**src/rtl/memory_arbiter.sv**
```systemverilog
// rtl/memory_arbiter.sv - N-port arbiter owning the memory_unit handshake
// Round-robin or fixed priority, forced-select override and a sticky hang watchdog.
module memory_arbiter #(
  parameter int NUM_PORTS  = 2,
  parameter int ADDR_WIDTH = 12,
  parameter int DATA_WIDTH = 32,
  parameter int RR_MODE    = 1,
  parameter int TIMEOUT    = 1023
) (
  input  logic                            clk,
  input  logic                            rst,
  input  logic [NUM_PORTS-1:0]            port_req,
  input  logic [2*NUM_PORTS-1:0]          port_func,
  input  logic [ADDR_WIDTH*NUM_PORTS-1:0] port_address,
  input  logic [DATA_WIDTH*NUM_PORTS-1:0] port_write_data,
  input  logic                            force_en,
  input  logic [$clog2(NUM_PORTS)-1:0]    force_sel,
  output logic [NUM_PORTS-1:0]            port_grant,
  output logic [NUM_PORTS-1:0]            port_done,
  output logic [DATA_WIDTH-1:0]           port_read_data,
  output logic [1:0]                      mem_func,
  output logic                            mem_execute,
  output logic [ADDR_WIDTH-1:0]           mem_address,
  output logic [DATA_WIDTH-1:0]           mem_write_data,
  input  logic                            mem_ready,
  input  logic [DATA_WIDTH-1:0]           read_data,
  output logic                            timeout
);

  localparam int PW = $clog2(NUM_PORTS);
  localparam int CW = ($clog2(TIMEOUT + 1) > 2) ? $clog2(TIMEOUT + 1) : 2;
  localparam logic [CW-1:0] WD_LAST = CW'(TIMEOUT - 1);
  localparam logic [PW:0]   NP      = (PW+1)'(NUM_PORTS);

  typedef enum logic [1:0] {S_IDLE, S_ACCEPT, S_BUSY, S_DONE} state_t;

  state_t                state, state_nx;
  logic [PW-1:0]         rr_ptr;
  logic [PW-1:0]         owner;
  logic [NUM_PORTS-1:0]  owner_oh;
  logic [CW-1:0]         wd_cnt;
  logic                  wd_hit;
  logic                  wd_fire;
  logic [NUM_PORTS-1:0]  eligible;
  logic [PW:0]           cand;
  logic [PW-1:0]         win;
  logic                  win_valid;
  logic [1:0]            sel_func;
  logic [ADDR_WIDTH-1:0] sel_addr;
  logic [DATA_WIDTH-1:0] sel_wdata;

  // A force_sel beyond NUM_PORTS matches no port, so nothing is eligible.
  always_comb begin
    eligible = '0;
    for (int i = 0; i < NUM_PORTS; i++) begin
      if (!force_en || force_sel == PW'(i)) eligible[i] = port_req[i];
    end
  end

  always_comb begin
    win       = '0;
    win_valid = 1'b0;
    cand      = '0;
    for (int k = 0; k < NUM_PORTS; k++) begin
      cand = (RR_MODE != 0) ? {1'b0, rr_ptr} + (PW+1)'(k) : (PW+1)'(k);
      if (cand >= NP) cand = cand - NP;
      if (!win_valid && eligible[cand[PW-1:0]]) begin
        win_valid = 1'b1;
        win       = cand[PW-1:0];
      end
    end
  end

  always_comb begin
    sel_func  = '0;
    sel_addr  = '0;
    sel_wdata = '0;
    for (int i = 0; i < NUM_PORTS; i++) begin
      if (win == PW'(i)) begin
        sel_func  = port_func[2*i +: 2];
        sel_addr  = port_address[ADDR_WIDTH*i +: ADDR_WIDTH];
        sel_wdata = port_write_data[DATA_WIDTH*i +: DATA_WIDTH];
      end
    end
  end

  assign wd_hit = (TIMEOUT != 0) && (wd_cnt == WD_LAST);

  always_ff @(posedge clk or negedge rst) begin
    if (!rst) state <= S_IDLE;
    else      state <= state_nx;
  end

  // Ready still high two cycles after execute means memory finished without dropping is_ready.
  always_comb begin
    state_nx = state;
    wd_fire  = 1'b0;
    case (state)
      S_IDLE: if (mem_ready && win_valid) state_nx = S_ACCEPT;
      S_ACCEPT: begin
        if (mem_ready && wd_cnt == CW'(2)) begin
          state_nx = S_DONE;
        end else if (wd_hit) begin
          state_nx = S_DONE;
          wd_fire  = 1'b1;
        end else if (!mem_ready) begin
          state_nx = S_BUSY;
        end
      end
      S_BUSY: begin
        if (mem_ready) begin
          state_nx = S_DONE;
        end else if (wd_hit) begin
          state_nx = S_DONE;
          wd_fire  = 1'b1;
        end
      end
      S_DONE:  state_nx = S_IDLE;
      default: state_nx = S_IDLE;
    endcase
  end

  always_comb begin
    owner_oh = '0;
    for (int i = 0; i < NUM_PORTS; i++) owner_oh[i] = (owner == PW'(i));
    port_grant  = (state == S_ACCEPT || state == S_BUSY) ? owner_oh : '0;
    port_done   = (state == S_DONE) ? owner_oh : '0;
    mem_execute = (state == S_ACCEPT) && (wd_cnt == '0);
  end

  always_ff @(posedge clk or negedge rst) begin
    if (!rst) begin
      owner          <= '0;
      rr_ptr         <= '0;
      wd_cnt         <= '0;
      mem_func       <= '0;
      mem_address    <= '0;
      mem_write_data <= '0;
      port_read_data <= '0;
      timeout        <= 1'b0;
    end else begin
      case (state)
        S_IDLE: begin
          if (state_nx == S_ACCEPT) begin
            owner          <= win;
            mem_func       <= sel_func;
            mem_address    <= sel_addr;
            mem_write_data <= sel_wdata;
            wd_cnt         <= '0;
          end
        end
        S_ACCEPT, S_BUSY: begin
          wd_cnt <= wd_cnt + CW'(1);
          if (state_nx == S_DONE) port_read_data <= wd_fire ? '0 : read_data;
          if (wd_fire) timeout <= 1'b1;
        end
        S_DONE: begin
          mem_func       <= '0;
          mem_address    <= '0;
          mem_write_data <= '0;
          rr_ptr         <= (owner == PW'(NUM_PORTS - 1)) ? '0 : owner + PW'(1);
        end
        default: ;
      endcase
    end
  end

endmodule
```
**config.mk**
```make
export PLATFORM = sky130hd
export DESIGN_NAME = memory_arbiter
export DESIGN_NICKNAME = d
export VERILOG_FILES = /design/src/rtl/memory_arbiter.sv
export SDC_FILE = /design/constraint.sdc
export NUM_CORES = 1
export LEC_CHECK = 0
export ABC_CLOCK_PERIOD_IN_PS = 6200
export BUFFER_PORTS_ARGS = -buffer_cell sky130_fd_sc_hd__buf_2
export CORE_MARGIN = 5
export CORE_UTILIZATION = 50
export DETAILED_ROUTE_END_ITERATION = 10
export GPL_TIMING_DRIVEN = 0
export PLACE_DENSITY = 0.92
export SETUP_SLACK_MARGIN = 0.02
export SLEW_MARGIN = 40
export SYNTH_ARGS = -nofsm -noshare
export SYNTH_HDL_FRONTEND = slang
export SYNTH_SLANG_ARGS = --single-unit
```
**constraint.sdc**
```tcl
create_clock -name clk -period 6.2 [get_ports clk]
set_input_delay 1.24 -clock clk [delete_from_list [all_inputs] [get_ports clk]]
set_output_delay 1.24 -clock clk [all_outputs]
set_load 0.01 [all_outputs]
```
==> metrics.txt <==
clock tree buffer depth 2; GR Overflow Total 0; I/O Pins between 200 and 250; YS warnings 0; via count around 5600; Synth Instances 592; main combinational cell family by area after synthesis compound AO/OA/AOI/OAI gates; Mapped Avg Cell Area between 9 and 10 um^2; Initial DRC Count between 500 and 600; most used cell, CP clkbuf_1; Synth-to-Final Area Change 28.2%; busiest grt layer met2; critical path class flip-flop to primary output; highest-count cells in the layout ignoring fill and taps 222 x buf_2, 93 x dfrtp_1, 86 x nand2_1; critical path, cell by cell inv_1 > ha_1 > clkbuf_1 > clkbuf_1 > and2_1 > buf_2; setup_tns 0 ns; status complete, no violations; leakage power between 3 and 4 nW; CTS Root Cell clkbuf_16; antenna cells 0; Starting Density 50.4%; CTS Hold Bufs 0; post-route cell area 7320 um^2; Clock Skew 0.00862 ns; PnR Total Power 3.79 mW; Max VDD drop 0.260 mV; Remaining DRCs 0; startpoint class of the critical path flip-flop; biggest area consumer among synthesized cells dfrtp_1; met2 Track Usage GR between 40% and 50%; final WL about 18000 um; Slew Viols, Final 0; Sequential cell area between 2000 and 2500 um^2; die area ~14000 um^2; global-route wire length before repair roughly 28000 um; Mapped Nets ~730; vias in the first global route ~5500; Simple-Gate Fraction of Synth Area 17.2%; CP required 4.96 ns; Netlist Area Pre-Place between 5000 and 6000 um^2; die width 117 um; nets approximately 960; Final Cycle Share approximately three fifths; Clock transition at path regs around 0.07 ns; Relative slew margins a little under half; commonest non-fill, non-tap cell in the layout buf_2; Via density 5.76; post-synthesis adder-cell area fraction 1.97%; CP max FO 10; Synth top area share about 40%; setup bufs post-CTS 0; maxcap violations 0; overall routing resource usage between 20% and 30%; 1st-pass router iterations 6; final hold viol count 0; maximum number of pins on one net before global-route repair 57; clock sink count 93; Routed Antenna Nets 0; multiplexer area fraction after synthesis between 10% and 20%; CP Buf/Inv Count 4; core box area ~11000 um^2; Final setup viols 0; initial antenna violation count 0; CTS tree done; number of port buffers between 200 and 250; H-tree depth 3; XOR/XNOR Fraction of Synth Area 0%; RSZ-0062 raised after global routing false; Clock Latency Late Sink 0.35 ns; fin crit period roughly 3.7 ns; Rows 39; Max Freq 273 MHz; Cell Pwr Density between 500 and 600 nW/um^2; Worst Tran Pin Value 0.800 ns; HP Class flip-flop to flip-flop; layout cells sized above 1 34.1%; Die Y 117 um; met1 usage a little under a third; Synth cell types between 40 and 50; met3 GRT Util between 3 and 4%; dpl cell area 7000 um^2; Fillers roughly 930; synth top area cells dfrtp_1 41%, mux2i_1 14%, o211ai_2 6.6%, o211ai_1 6.2%, nand2_1 5.7%; slowest stage cell, crit path dfrtp_1; Compound-Gate Fraction of Synth Area 19.4%; worst stage delay on the critical path ~0.45 ns; CTS buffer count 9; Final Wtd Congestion roughly 0.88; Top Family by Delay on Critical Path buffers and inverters; multi-input logic area 2990 um^2; Seq cells post-synth between 90 and 100; detailed placer's ending HPWL around 13000 um; Worst setup EP type primary output; sequential area share after synthesis between 40% and 50%; post-CTS sizing 0; Routed WL per cell between 15 and 20 um; crit path DAT approximately 2.4 ns
[cells in the mapped netlist, drive strengths merged]
| master | n |
|---|---|
| a211o | 5 |
| a21o | 1 |
| a21oi | 8 |
| a221o | 4 |
| a22o | 1 |
| a311o | 10 |
| a31oi | 3 |
| and2 | 12 |
| buf | 13 |
| clkbuf | 39 |
| dfrtp | 93 |
| ha | 9 |
| inv | 40 |
| mux2i | 79 |
| nand2 | 86 |
| nand2b | 8 |
| nand3 | 11 |
| nand3b | 4 |
| nand4 | 1 |
| nor2 | 10 |
| nor2b | 2 |
| nor3 | 6 |
| nor3b | 1 |
| nor4 | 12 |
| o211ai | 77 |
| o21a | 2 |
| o21ai | 4 |
| o21bai | 1 |
| o22ai | 1 |
| o311ai | 3 |
| o31ai | 3 |
| o32ai | 2 |
| or3 | 38 |
| or3b | 1 |
| or4 | 2 |
[state kept, by name, summed over array words and instances (netlist names), 2 cells and up]
register        count
mem_address        12
mem_func            2
mem_write_data     32
port_read_data     32
state               2
wd_cnt             10
[power breakdown]
group	switching, mW	total (mW)	internal [mW]
logic	1.31	2.12	0.814
clock network	0.249	0.605	0.356
registers	0.191	1.06	0.872
total	1.75	3.79	2.04
[kinds of logic (layout without fill, tap and decap cells)]
kind of cell	Yosys count	in the layout
AO/OA/AOI/OAI	125	125
AND/OR/NAND/NOR	194	194
adder cells (fa/ha/maj)	9	9
multiplexers	79	79
flip-flops	93	93
buffers and inverters	92	323
[metrics by stage]
step	instances	hold WS, ns	util (%)	setup slack, ns
floorplan	592	0.467	-	3.13
global placement	949	0.446	61.5	2.35
detailed placement	950	0.449	61.8	2.45
CTS	966	0.469	64.6	2.58
global route	966	0.478	64.6	2.39
finish	966	0.467	64.6	2.54
[routing by layer]
metal	share of wire (%)	vias up
met2	53	256
met1	38	2670
li1	-	2596
met5	0	-
met4	3.1	0
met3	6.3	46
[path summary, 6_finish.rpt]
path	from	to	slack, ns	cells past startpoint
worst max-delay path	state[0]$_DFF_PN0_	port_grant[1]	2.54	6
worst min-delay path	timeout$_DFFE_PN0P_	timeout$_DFFE_PN0P_	0.47	1
worst max register to register	state[0]$_DFF_PN0_	owner$_DFFE_PN0P_	3.06	10
worst min register to register	timeout$_DFFE_PN0P_	timeout$_DFFE_PN0P_	0.47	1
max in group asynchronous	rst	mem_write_data[27]$_DFFE_PN0P_	4.87	2
min in group asynchronous	rst	port_read_data[2]$_DFFE_PN0P_	0.76	1
[cell type report]
class / instances / share of cell area (%)
Sequential cell: 93 / 31.8
Multi-Input combinational cell: 407 / 40.9
Timing Repair Buffer: 215 / 15.2
Buffer: 52 / 3.25
Clock buffer: 9 / 3.08
Clock inverter: 7 / 1.32
Tap cell: 143 / 2.45
Inverter: 40 / 2.05
(Power assumes the default switching activity.)
